===== config.mk =====
export PLATFORM = sky130hd
export DESIGN_NAME = vga_timing_gen
export DESIGN_NICKNAME = d
export VERILOG_FILES = /design/src/rtl/vga_timing_gen.sv
export SDC_FILE = /design/constraint.sdc
export NUM_CORES = 1
export LEC_CHECK = 0
export CORE_ASPECT_RATIO = 1.5
export CORE_MARGIN = 1.5
export CORE_UTILIZATION = 48
export DETAILED_ROUTE_END_ITERATION = 16
export PLACE_DENSITY_LB_ADDON = 0.1
export SYNTH_ARGS = -nofsm -noshare
export SYNTH_HDL_FRONTEND = slang
export SYNTH_SLANG_ARGS = --single-unit

===== constraint.sdc =====
create_clock -name clk -period 2.55 [get_ports clk]
set_clock_uncertainty 0.1 [all_clocks]
set_input_delay 0.3825 -clock clk [delete_from_list [all_inputs] [get_ports clk]]
set_output_delay 0.3825 -clock clk [all_outputs]
set_load 0.05 [all_outputs]

===== src/rtl/vga_timing_gen.sv =====
// 640x480@60 VGA raster timing: pixel coordinates, active-low syncs, active flag, line/frame strobes.
// Define VGA_CLK_DIV_EN to advance the raster on every other clk (e.g. 50 MHz clk, 25 MHz pixels).
//
// state   | meaning
// HS_ACT  | visible columns
// HS_FP   | horizontal front porch
// HS_SYNC | hsync pulse (hsync low)
// HS_BP   | horizontal back porch
// VS_ACT  | visible rows
// VS_FP   | vertical front porch
// VS_SYNC | vsync pulse (vsync low)
// VS_BP   | vertical back porch
module vga_timing_gen #(
    parameter int H_ACTIVE = 640,
    parameter int H_FRONT  = 16,
    parameter int H_SYNC   = 96,
    parameter int H_BACK   = 48,
    parameter int V_ACTIVE = 480,
    parameter int V_FRONT  = 10,
    parameter int V_SYNC   = 2,
    parameter int V_BACK   = 33
) (
    input  logic       clk,
    input  logic       rst_n,
    output logic [9:0] colPos,
    output logic [9:0] rowPos,
    output logic       hsync,
    output logic       vsync,
    output logic       active,
    output logic       pix_en,
    output logic       line_start,
    output logic       frame_start
);
    localparam int H_TOTAL = H_ACTIVE + H_FRONT + H_SYNC + H_BACK;
    localparam int V_TOTAL = V_ACTIVE + V_FRONT + V_SYNC + V_BACK;

    if (H_ACTIVE < 1 || H_FRONT < 1 || H_SYNC < 1 || H_BACK < 1 ||
        V_ACTIVE < 1 || V_FRONT < 1 || V_SYNC < 1 || V_BACK < 1 ||
        H_TOTAL > 1024 || V_TOTAL > 1024) begin : g_param_check
        $error("vga_timing_gen: every timing parameter must be >=1 and totals <=1024");
    end

    localparam logic [9:0] H_LAST       = 10'(H_TOTAL - 1);
    localparam logic [9:0] H_FP_START   = 10'(H_ACTIVE);
    localparam logic [9:0] H_SYNC_START = 10'(H_ACTIVE + H_FRONT);
    localparam logic [9:0] H_BP_START   = 10'(H_ACTIVE + H_FRONT + H_SYNC);
    localparam logic [9:0] V_LAST       = 10'(V_TOTAL - 1);
    localparam logic [9:0] V_FP_START   = 10'(V_ACTIVE);
    localparam logic [9:0] V_SYNC_START = 10'(V_ACTIVE + V_FRONT);
    localparam logic [9:0] V_BP_START   = 10'(V_ACTIVE + V_FRONT + V_SYNC);

    typedef enum logic [1:0] {HS_ACT, HS_FP, HS_SYNC, HS_BP} h_state_t;
    typedef enum logic [1:0] {VS_ACT, VS_FP, VS_SYNC, VS_BP} v_state_t;

    h_state_t   h_state, h_next;
    v_state_t   v_state, v_next;
    logic [9:0] col_next, row_next;
    logic       h_wrap, v_wrap;

`ifdef VGA_CLK_DIV_EN
    logic pix_tog;

    always_ff @(posedge clk or negedge rst_n) begin
        if (!rst_n) pix_tog <= 1'b0;
        else        pix_tog <= ~pix_tog;
    end

    assign pix_en = pix_tog;
`else
    assign pix_en = 1'b1;
`endif

    always_comb begin
        col_next = colPos;
        row_next = rowPos;
        h_next   = h_state;
        v_next   = v_state;
        h_wrap   = (colPos == H_LAST);
        v_wrap   = (rowPos == V_LAST);
        if (pix_en) begin
            if (h_wrap) begin
                col_next = '0;
                row_next = v_wrap ? '0 : rowPos + 10'd1;
            end else begin
                col_next = colPos + 10'd1;
            end

            // Transitions look at the next coordinate so the states line up with colPos/rowPos.
            case (h_state)
                HS_ACT:  if (col_next == H_FP_START)   h_next = HS_FP;
                HS_FP:   if (col_next == H_SYNC_START) h_next = HS_SYNC;
                HS_SYNC: if (col_next == H_BP_START)   h_next = HS_BP;
                HS_BP:   if (h_wrap)                   h_next = HS_ACT;
                default:                               h_next = HS_ACT;
            endcase

            if (h_wrap) begin
                case (v_state)
                    VS_ACT:  if (row_next == V_FP_START)   v_next = VS_FP;
                    VS_FP:   if (row_next == V_SYNC_START) v_next = VS_SYNC;
                    VS_SYNC: if (row_next == V_BP_START)   v_next = VS_BP;
                    VS_BP:   if (v_wrap)                   v_next = VS_ACT;
                    default:                               v_next = VS_ACT;
                endcase
            end
        end
    end

    always_ff @(posedge clk or negedge rst_n) begin
        if (!rst_n) begin
            colPos  <= '0;
            rowPos  <= '0;
            h_state <= HS_ACT;
            v_state <= VS_ACT;
            hsync   <= 1'b1;
            vsync   <= 1'b1;
            active  <= 1'b1;
        end else begin
            colPos  <= col_next;
            rowPos  <= row_next;
            h_state <= h_next;
            v_state <= v_next;
            hsync   <= (h_next != HS_SYNC);
            vsync   <= (v_next != VS_SYNC);
            active  <= (h_next == HS_ACT) && (v_next == VS_ACT);
        end
    end

    assign line_start  = pix_en && (colPos == 10'd0);
    assign frame_start = line_start && (rowPos == 10'd0);

endmodule

# After elaboration in Yosys (flattened, before gate mapping)
# Cells that the tools add are included.
dict set report classes {
  n_mux 14
  reduce_logical 8
  eq_ne 16
  addsub 2
}
# operator count
set ops {}
lappend ops {{10-bit == test (second input constant)} 5}
lappend ops {{10-bit by 9-bit == test with 1-bit output (second input constant)} 3}
lappend ops {{10-bit two-way mux} 3}
lappend ops {{10-bit by 1-bit adder with 10-bit output (second input constant)} 2}
lappend ops {{10-bit logical NOT} 2}
lappend ops {{2-bit two-way mux} 9}
lappend ops {{2-bit case mux with 4 select lines} 2}
lappend ops {{2-bit == test (second input constant)} 4}
lappend ops {{2-bit logical NOT} 4}
lappend ops {{2-bit by 1-bit == test with 1-bit output (second input constant)} 2}
lappend ops {{2-bit != test (second input constant)} 2}
lappend ops {{1-bit logical AND} 2}
dict set report word_totals {
  word_cells 47
  out_inout_bits 26
  reg_bits 27
  in_bits 2
}

# Longest topological paths before layout
# Gate-level depths: netlist of the first run.
dict set report depth {
  word_depth 9
  mapped_depth 9
  mapped_depth_nobuf 9
}

# Worst setup path before layout of the first run
# No wires, ideal clock.
dict set report synth_timing {
  path_type {register to output}
  from {register colPos[6]}
  to {output port frame_start}
  slack_ps -754
  path_buffers 1
  stages_incl_launch_ff 6
  t_required_ps 2068
  arrival_ps 2821
  cell_sequence {dfrtp_1 > buf_2 > nor3_1 > nand4_1 > nor3_1 > and4bb_2}
}
dict set report synth_via {
  elab_chain_len 2
}
# element line
set synth_rtl {}
lappend synth_rtl {{from (decl)} 25} ;# output logic [9:0] colPos,
lappend synth_rtl {{from (signal assigned)} 119} ;# colPos <= col_next;
lappend synth_rtl {{10-bit logical NOT} 129} ;# assign line_start = pix_en && (colPos == 10'd0);
lappend synth_rtl {{net line_start} 31} ;# output logic line_start,
lappend synth_rtl {{1-bit logical AND} 130} ;# assign frame_start = line_start && (rowPos == 10'd0);
lappend synth_rtl {{to (decl)} 32} ;# output logic frame_start
# The timed path passes the listed nets, and every way through them passes these cells.

# Final worst setup path of the first run
dict set report layout_timing {
  from {register rowPos[1]}
  to {register vsync}
}
dict set report layout_via {
  elab_chain_len 8
  elab_cells_between_ends 14
  cone_classes {add/sub (1); eq/ne (5); mux (8)}
}
# element line
set layout_rtl {}
lappend layout_rtl {{from (decl)} 26} ;# output logic [9:0] rowPos,
lappend layout_rtl {{from (signal assigned)} 120} ;# rowPos <= row_next;
lappend layout_rtl {{10-bit by 1-bit adder with 10-bit output or 10-bit == test (tied branches)} {83, 79}}
lappend layout_rtl {{10-bit two-way mux} 83} ;# row_next = v_wrap ? '0 : rowPos + 10'd1;
lappend layout_rtl {{10-bit two-way mux *} 81} ;# if (h_wrap) begin
lappend layout_rtl {{net row_next[1]} 57} ;# logic [9:0] col_next, row_next;
lappend layout_rtl {{10-bit by 9-bit == test with 1-bit output (on tied branches)} {101, 100, 99}}
lappend layout_rtl {{2-bit two-way mux (on tied branches)} {101, 100, 99}}
lappend layout_rtl {{2-bit case mux with 4 select lines *} 98} ;# case (v_state)
lappend layout_rtl {{2-bit two-way mux *} 97} ;# if (h_wrap) begin
lappend layout_rtl {{net v_next[0]} 56} ;# v_state_t v_state, v_next;
lappend layout_rtl {{2-bit != test *} 124} ;# vsync <= (v_next != VS_SYNC);
lappend layout_rtl {{to (signal assigned)} 124}
lappend layout_rtl {{to (decl)} 28} ;# output logic vsync,
# Mark *: on every way through the listed nets, which the timed path passes. The rest lies on a longest branch.

==> results of run 1 <==
==> worst paths after layout <==
kind / startpoint / end / slack (ps) / depth (start not counted)
min in group clk: colPos[2]$_DFF_PN0_ / colPos[2]$_DFF_PN0_ / 480 / 1
hold / removal: rst_n / rowPos[6]$_DFF_PN0_ / 340 / 1
max in group asynchronous: rst_n / hsync$_DFF_PN1_ / 1320 / 2
hold reg to reg: colPos[2]$_DFF_PN0_ / colPos[2]$_DFF_PN0_ / 480 / 1
setup reg to reg: rowPos[1]$_DFF_PN0_ / vsync$_DFF_PN1_ / -50 / 9
setup / recovery: rowPos[1]$_DFF_PN0_ / vsync$_DFF_PN1_ / -50 / 9
==> per-layer routing <==
metal  vias to the layer above  global-route usage, %  part of all wire, %
li1                        734                      -                    -
met1                       769                   30.0                   39
met2                        60                   42.9                   53
met5                         -                      0                    0
met4                         0                   13.7                  3.9
met3                        17                   2.55                  3.9
==> flip-flops by register name (all words and copies together), names as in the netlist <==
signal,count
hsync,1
vsync,1
rowPos,10
colPos,10
h_state,2
v_state,2
active,1
==> cell type report <==
type	instances	area, µm²	area share (%)
Clock buffer	3	41.3	1.81
Clock inverter	1	7.51	0.329
Inverter	10	37.5	1.65
Multi-Input combinational cell	129	1030	45.3
Sequential cell	27	698	30.6
Tap cell	42	52.6	2.30
Timing Repair Buffer	45	410	18.0
==> per-stage QoR <==
step | instance area (µm²) | setup WS, ps | hold WS (ps)
after floorplan | 1730 | -27.5 | -13.1
after global placement | 2100 | 47.9 | 453
after detailed placement | 2100 | -61.4 | 467
after CTS | 2190 | -6.19 | 352
after global routing | 2280 | -156 | 368
final | 2280 | -49.9 | 336
==> what timing repair did <==
item | 4_1_cts | 5_1_grt
buffers inserted | 2 | 2
pin swaps | 4 | 2
endpoints found under the setup margin | 2 | 5
resized for setup | 6 | 13
==> power by group through the flow <==
stage | sequential (mW) | clock (mW) | combinational (mW)
floorplan | 0.436 | 0 | 0.00439
global placement | 0.436 | 0 | 0.0145
detailed placement | 0.436 | 0 | 0.0150
CTS | 0.428 | 0.262 | 0.0152
global route | 0.428 | 0.281 | 0.0164
finish | 0.428 | 0.258 | 0.0147
==> cells in the final DEF (no fill, tap or decap), types with 3 or more instances in the layout <==
master and n:
clkdlybuf4s50_1 24, buf_4 20, nand2_1 14, dfrtp_1 13
nand3_1 10, nor3_1 9, dfrtp_2 9, inv_1 8
nor2_1 7, nand4_1 6, o21ai_0 5, xor2_1 4
and4_1 4, ha_1 4, and3_1 3, xnor2_1 3
a21o_1 3, dfstp_2 3, clkbuf_8 3
==> worst max-delay path, cell delays in order (launching register included) <==
cell	delay (ps)
dfrtp_2	430
inv_2	60
ha_1	130
or4b_4	520
or3_4	420
a31o_1	200
a21boi_4	140
a32o_2	260
o21ai_4	150
nand2b_4	140
==> cells by family after synthesis <==
| family | after synthesis |
|---|---|
| AND/OR/NAND/NOR | 77 |
| XOR/XNOR | 7 |
| flip-flops | 27 |
| buffers and inverters | 21 |
| AO/OA/AOI/OAI | 37 |
| multiplexers | 2 |
| adder cells (fa/ha/maj) | 5 |
| other | 1 |
==> impl_metrics.tcl, run 1 <==
set metrics [dict create \
    ys_seq_area_share_pct 40.6 \
    slew_headroom_pct 66.2 \
    root_buffer "clkbuf_8" \
    drt_iter0_drc 59 \
    die_x_um 51.2 \
    cts_tree "done" \
    post-route-period-util_pct 102 \
    syn_area_per_cell_um2 9.46 \
    yosys.area.top_type "dfrtp_1" \
    synth_adder_area_share_pct 3.74 \
    status "complete, but fails checks" \
    netlist_area_mm2 0.00167 \
    globalRouteOverflowTotal 0 \
    grt_setup_unrepaired "yes" \
    synth-seq-cells 27 \
    via_per_inst 6.15 \
    drv_slew 0 \
    clkLatencyLatePin_ps 280 \
    synthTopCellsByArea "dfrtp_1 36%, dfstp_2 4.7%, ha_1 3.7%, nand2_1 3.1%, nand3_1 3.0%" \
    dr.pass1.iters 4 \
    synth.area.mux_share_pct 1.27 \
    setup_slack_ps -49.9 \
    synth.most_common_cell "dfrtp_1" \
    period_needed_ps 2600 \
    clkTransAtPathRegs_ps 110 \
    drive_gt1_share_pct 32.1 \
    crit_path_start_kind "register" \
    finalPower_uw 700 \
    finish.utilization_pct 67.4 \
    drc 0 \
    synth_xor_area_share_pct 3.66 \
    fin_tns_setup_ps -98.5 \
    num-fill-cells 280 \
    synth_compound_area_share_pct 16.6 \
    place_hpwl_um 3180 \
    core_mm2 0.00338 \
    grt_max_degree 19 \
    antenna_found_initial 0 \
    cp.required_ps 2690 \
    io_pins 28 \
    cts_buffers 3 \
    syn_nets 184 \
    synth_simple_gate_area_share_pct 28.2 \
    arrival_ps 2740 \
    intPower_uw 542 \
    nets 223 \
    p_clk_share_pct 36.8 \
    clock-sinks 27 \
    p_comb_share_pct 2.1 \
    synth_top_family_by_area "simple AND/OR/NAND/NOR gates" \
    synthArstFlopShare_pct 100 \
    tightest_slew_ps 506 \
    p_leak_nw 0.959 \
    max_freq_mhz 385 \
    instances_no_fill 257 \
    initial_core_util_pct 49.5 \
    gp_congestion 0.907 \
    synth_edf_count 0 \
    diodes 0 \
    vias 1580 \
    setup_viol 2 \
    grt_pass1_wl_um 7120 \
    die_h_um 75.3 \
    synth_top_area_share_pct 35.9 \
    rows 26 \
    grt_pass1_vias 1501 \
    violations "setup timing" \
    maxCapViolCount 0 \
    synth_ff_type "dfrtp_1" \
    hp-class "primary input to async pin" \
    endpoint_kind "register" \
    io_buffer_count 26 \
    h-tree-depth 1 \
    grt_usage_pct 24.7 \
    synthDistinctLibCells 57 \
    pwr-share-seq_pct 61.1 \
    hold_viol_final 0 \
    power.switching_uw 159 \
    peakVddDrop_mv 0.289 \
    p_sw_share_pct 22.7 \
    die_area_mm2 0.00386 \
    wl_um 4540 \
    cts_max_path_buffers 2 \
    worstPathMaxFanout 6 \
    critPathKind "register to register" \
    synth_commonest_cells "24 x dfrtp_1, 14 x nand2_1, 10 x inv_1, 10 x nand3_1, 10 x nor3_1" \
    holdBufCountCts 0 \
    ys_warn_count 0 \
    powerDensity_mw_per_mm2 307 \
    postRouteAntennaNets 0 \
    dp.cells 249 \
    wl_per_cell_um 17.7 \
    syn-instance-count 177 \
    area_growth_pct 36.2 \
]
No activity file was read; power rests on OpenSTA's default activity.
==> run 2: changes to the inputs <==
REMOVE_ABC_BUFFERS = 1   (was default)
==> run 2 against run 1 <==
  * The run still ends with setup timing left
  * Non-clock buffer count up 8
  * Via count down 2.5%
  * Utilization down 0.74 points
  * Largest power group unchanged
  * Worst hold slack better by 42 ps
  * Sequential power about the same
  * Critical path depth unchanged
==> impl_metrics.tcl, run 2 (synthesized netlist as in run 1, its figures left out) <==
set metrics [dict create \
    max_freq_mhz 387 \
    p_sw_share_pct 21.4 \
    diodes 0 \
    finalPower_uw 687 \
    grt_usage_pct 23.3 \
    arrival_ps 2680 \
    p_leak_nw 1.02 \
    place_hpwl_um 3190 \
    period_needed_ps 2580 \
    clkLatencyLatePin_ps 270 \
    hold_viol_final 0 \
    rows 26 \
    core_mm2 0.00338 \
    cp_top_family "compound AO/OA/AOI/OAI gates" \
    io_buffer_count 26 \
    holdBufCountCts 0 \
    setup_viol 2 \
    drive_gt1_share_pct 26.5 \
    place_ws_ps -38.4 \
    post-route-period-util_pct 101 \
    grt_setup_unrepaired "yes" \
    pwr-share-seq_pct 62.3 \
    die_area_mm2 0.00386 \
    dpl-instance-area_mm2 0.00211 \
    crit_buf_inv 1 \
    worstPathMaxFanout 6 \
    clock-sinks 27 \
    critPathKind "register to register" \
    dr.pass1.iters 4 \
    nets 231 \
    die_x_um 51.2 \
    p_clk_share_pct 35.7 \
    cp.required_ps 2640 \
    p_comb_share_pct 2.0 \
    drt_iter0_drc 37 \
    crit_chain "inv_2 -> ha_1 -> or4b_4 -> o31ai_2 -> a31oi_2 -> o2111a_1 -> o2111ai_2 -> o21ai_4 -> nor4b_2" \
    gp_congestion 0.894 \
    cp_slowest_stage_delay_ps 510 \
    grt_pass1_vias 1538 \
    die_h_um 75.3 \
    drc 0 \
    clkTransAtPathRegs_ps 90 \
    root_buffer "clkbuf_8" \
    postRouteAntennaNets 0 \
    area_growth_pct 34.8 \
    wl_um 4260 \
    layout_common_cells "28 x buf_4, 24 x dfrtp_1, 24 x clkdlybuf4s50_1" \
    cts_buffers 3 \
    wl_per_cell_um 16.1 \
    cts_max_path_buffers 2 \
    globalRouteOverflowTotal 0 \
    drv_slew 0 \
    final_common_cell "buf_4" \
    slew_headroom_pct 66.2 \
    antenna_found_initial 0 \
    io_pins 28 \
    via_per_inst 5.82 \
    tightest_slew_ps 505 \
    grt_max_degree 28 \
    maxCapViolCount 0 \
    crit_slowest_cell "or4b_4" \
    final_area_mm2 0.00226 \
    power.switching_uw 147 \
    status "complete, but fails checks" \
    intPower_uw 540 \
    endpoint_kind "register" \
    cts_tree "done" \
    peakVddDrop_mv 0.292 \
    grt_pass1_wl_um 6800 \
    reg.largest.list "colPos: 10 flops, rowPos: 10 flops" \
    violations "setup timing" \
    h-tree-depth 1 \
    crit_path_start_kind "register" \
    powerDensity_mw_per_mm2 304 \
    setup_slack_ps -32.1 \
    num-fill-cells 281 \
    vias 1541 \
    hp-class "primary input to async pin" \
    initial_core_util_pct 49.5 \
]
-- run 2: stage by stage --
step | utilization (%) | cells | hold WS, ps | setup TNS [ps]
global placement | 62.3 | 257 | 469 | -32.8
detailed placement | 62.3 | 257 | 469 | -55.3
floorplan | - | 166 | -13.1 | -2270
global route | 66.7 | 265 | 416 | -211
CTS | 64.9 | 264 | 400 | -3.75
finish | 66.7 | 265 | 379 | -43.6
-- run 2: worst paths after layout --
check / startpoint / endpoint / slack, ps / cells after the start
min in group clk: rowPos[7]$_DFF_PN0_ / rowPos[7]$_DFF_PN0_ / 480 / 2
setup / recovery: rowPos[1]$_DFF_PN0_ / active$_DFF_PN1_ / -30 / 9
setup reg to reg: rowPos[1]$_DFF_PN0_ / active$_DFF_PN1_ / -30 / 9
hold / removal: rst_n / colPos[2]$_DFF_PN0_ / 380 / 2
hold reg to reg: rowPos[7]$_DFF_PN0_ / rowPos[7]$_DFF_PN0_ / 480 / 2
max in group asynchronous: rst_n / hsync$_DFF_PN1_ / 1660 / 2
-- run 2: area by class of cell --
type	instances	area [µm²]	share of cell area, %
tap	42	52.6	2.33
timing repair buffer	53	470	20.9
multi-input combinational	129	970	43.0
inverter	10	37.5	1.66
clock buffer	3	41.3	1.83
sequential	27	679	30.1
clock inverter	1	5.00	0.222
-- run 2: timing repair --
action                     4_1_cts  5_1_grt
pin swaps                        3        3
cloned                           0        0
resized for setup                5       10
setup buffers                    3        1
setup endpoints to repair        2        7
-- run 2: power groups by stage --
| stage | clock network (mW) | registers, mW | logic, mW |
|---|---|---|---|
| CTS | 0.248 | 0.428 | 0.0147 |
| detailed placement | 0 | 0.436 | 0.0146 |
| finish | 0.245 | 0.428 | 0.0138 |
| floorplan | 0 | 0.436 | 0.00318 |
| global route | 0.270 | 0.428 | 0.0161 |
| global placement | 0 | 0.436 | 0.0146 |
-- run 2: metal layers --
metal,up-vias,wire length (µm),GRT usage [%]
li1,746,-,-
met1,739,1670,25.8
met2,39,2310,43.3
met3,17,116,2.75
met4,0,172,12.3
met5,-,0,0
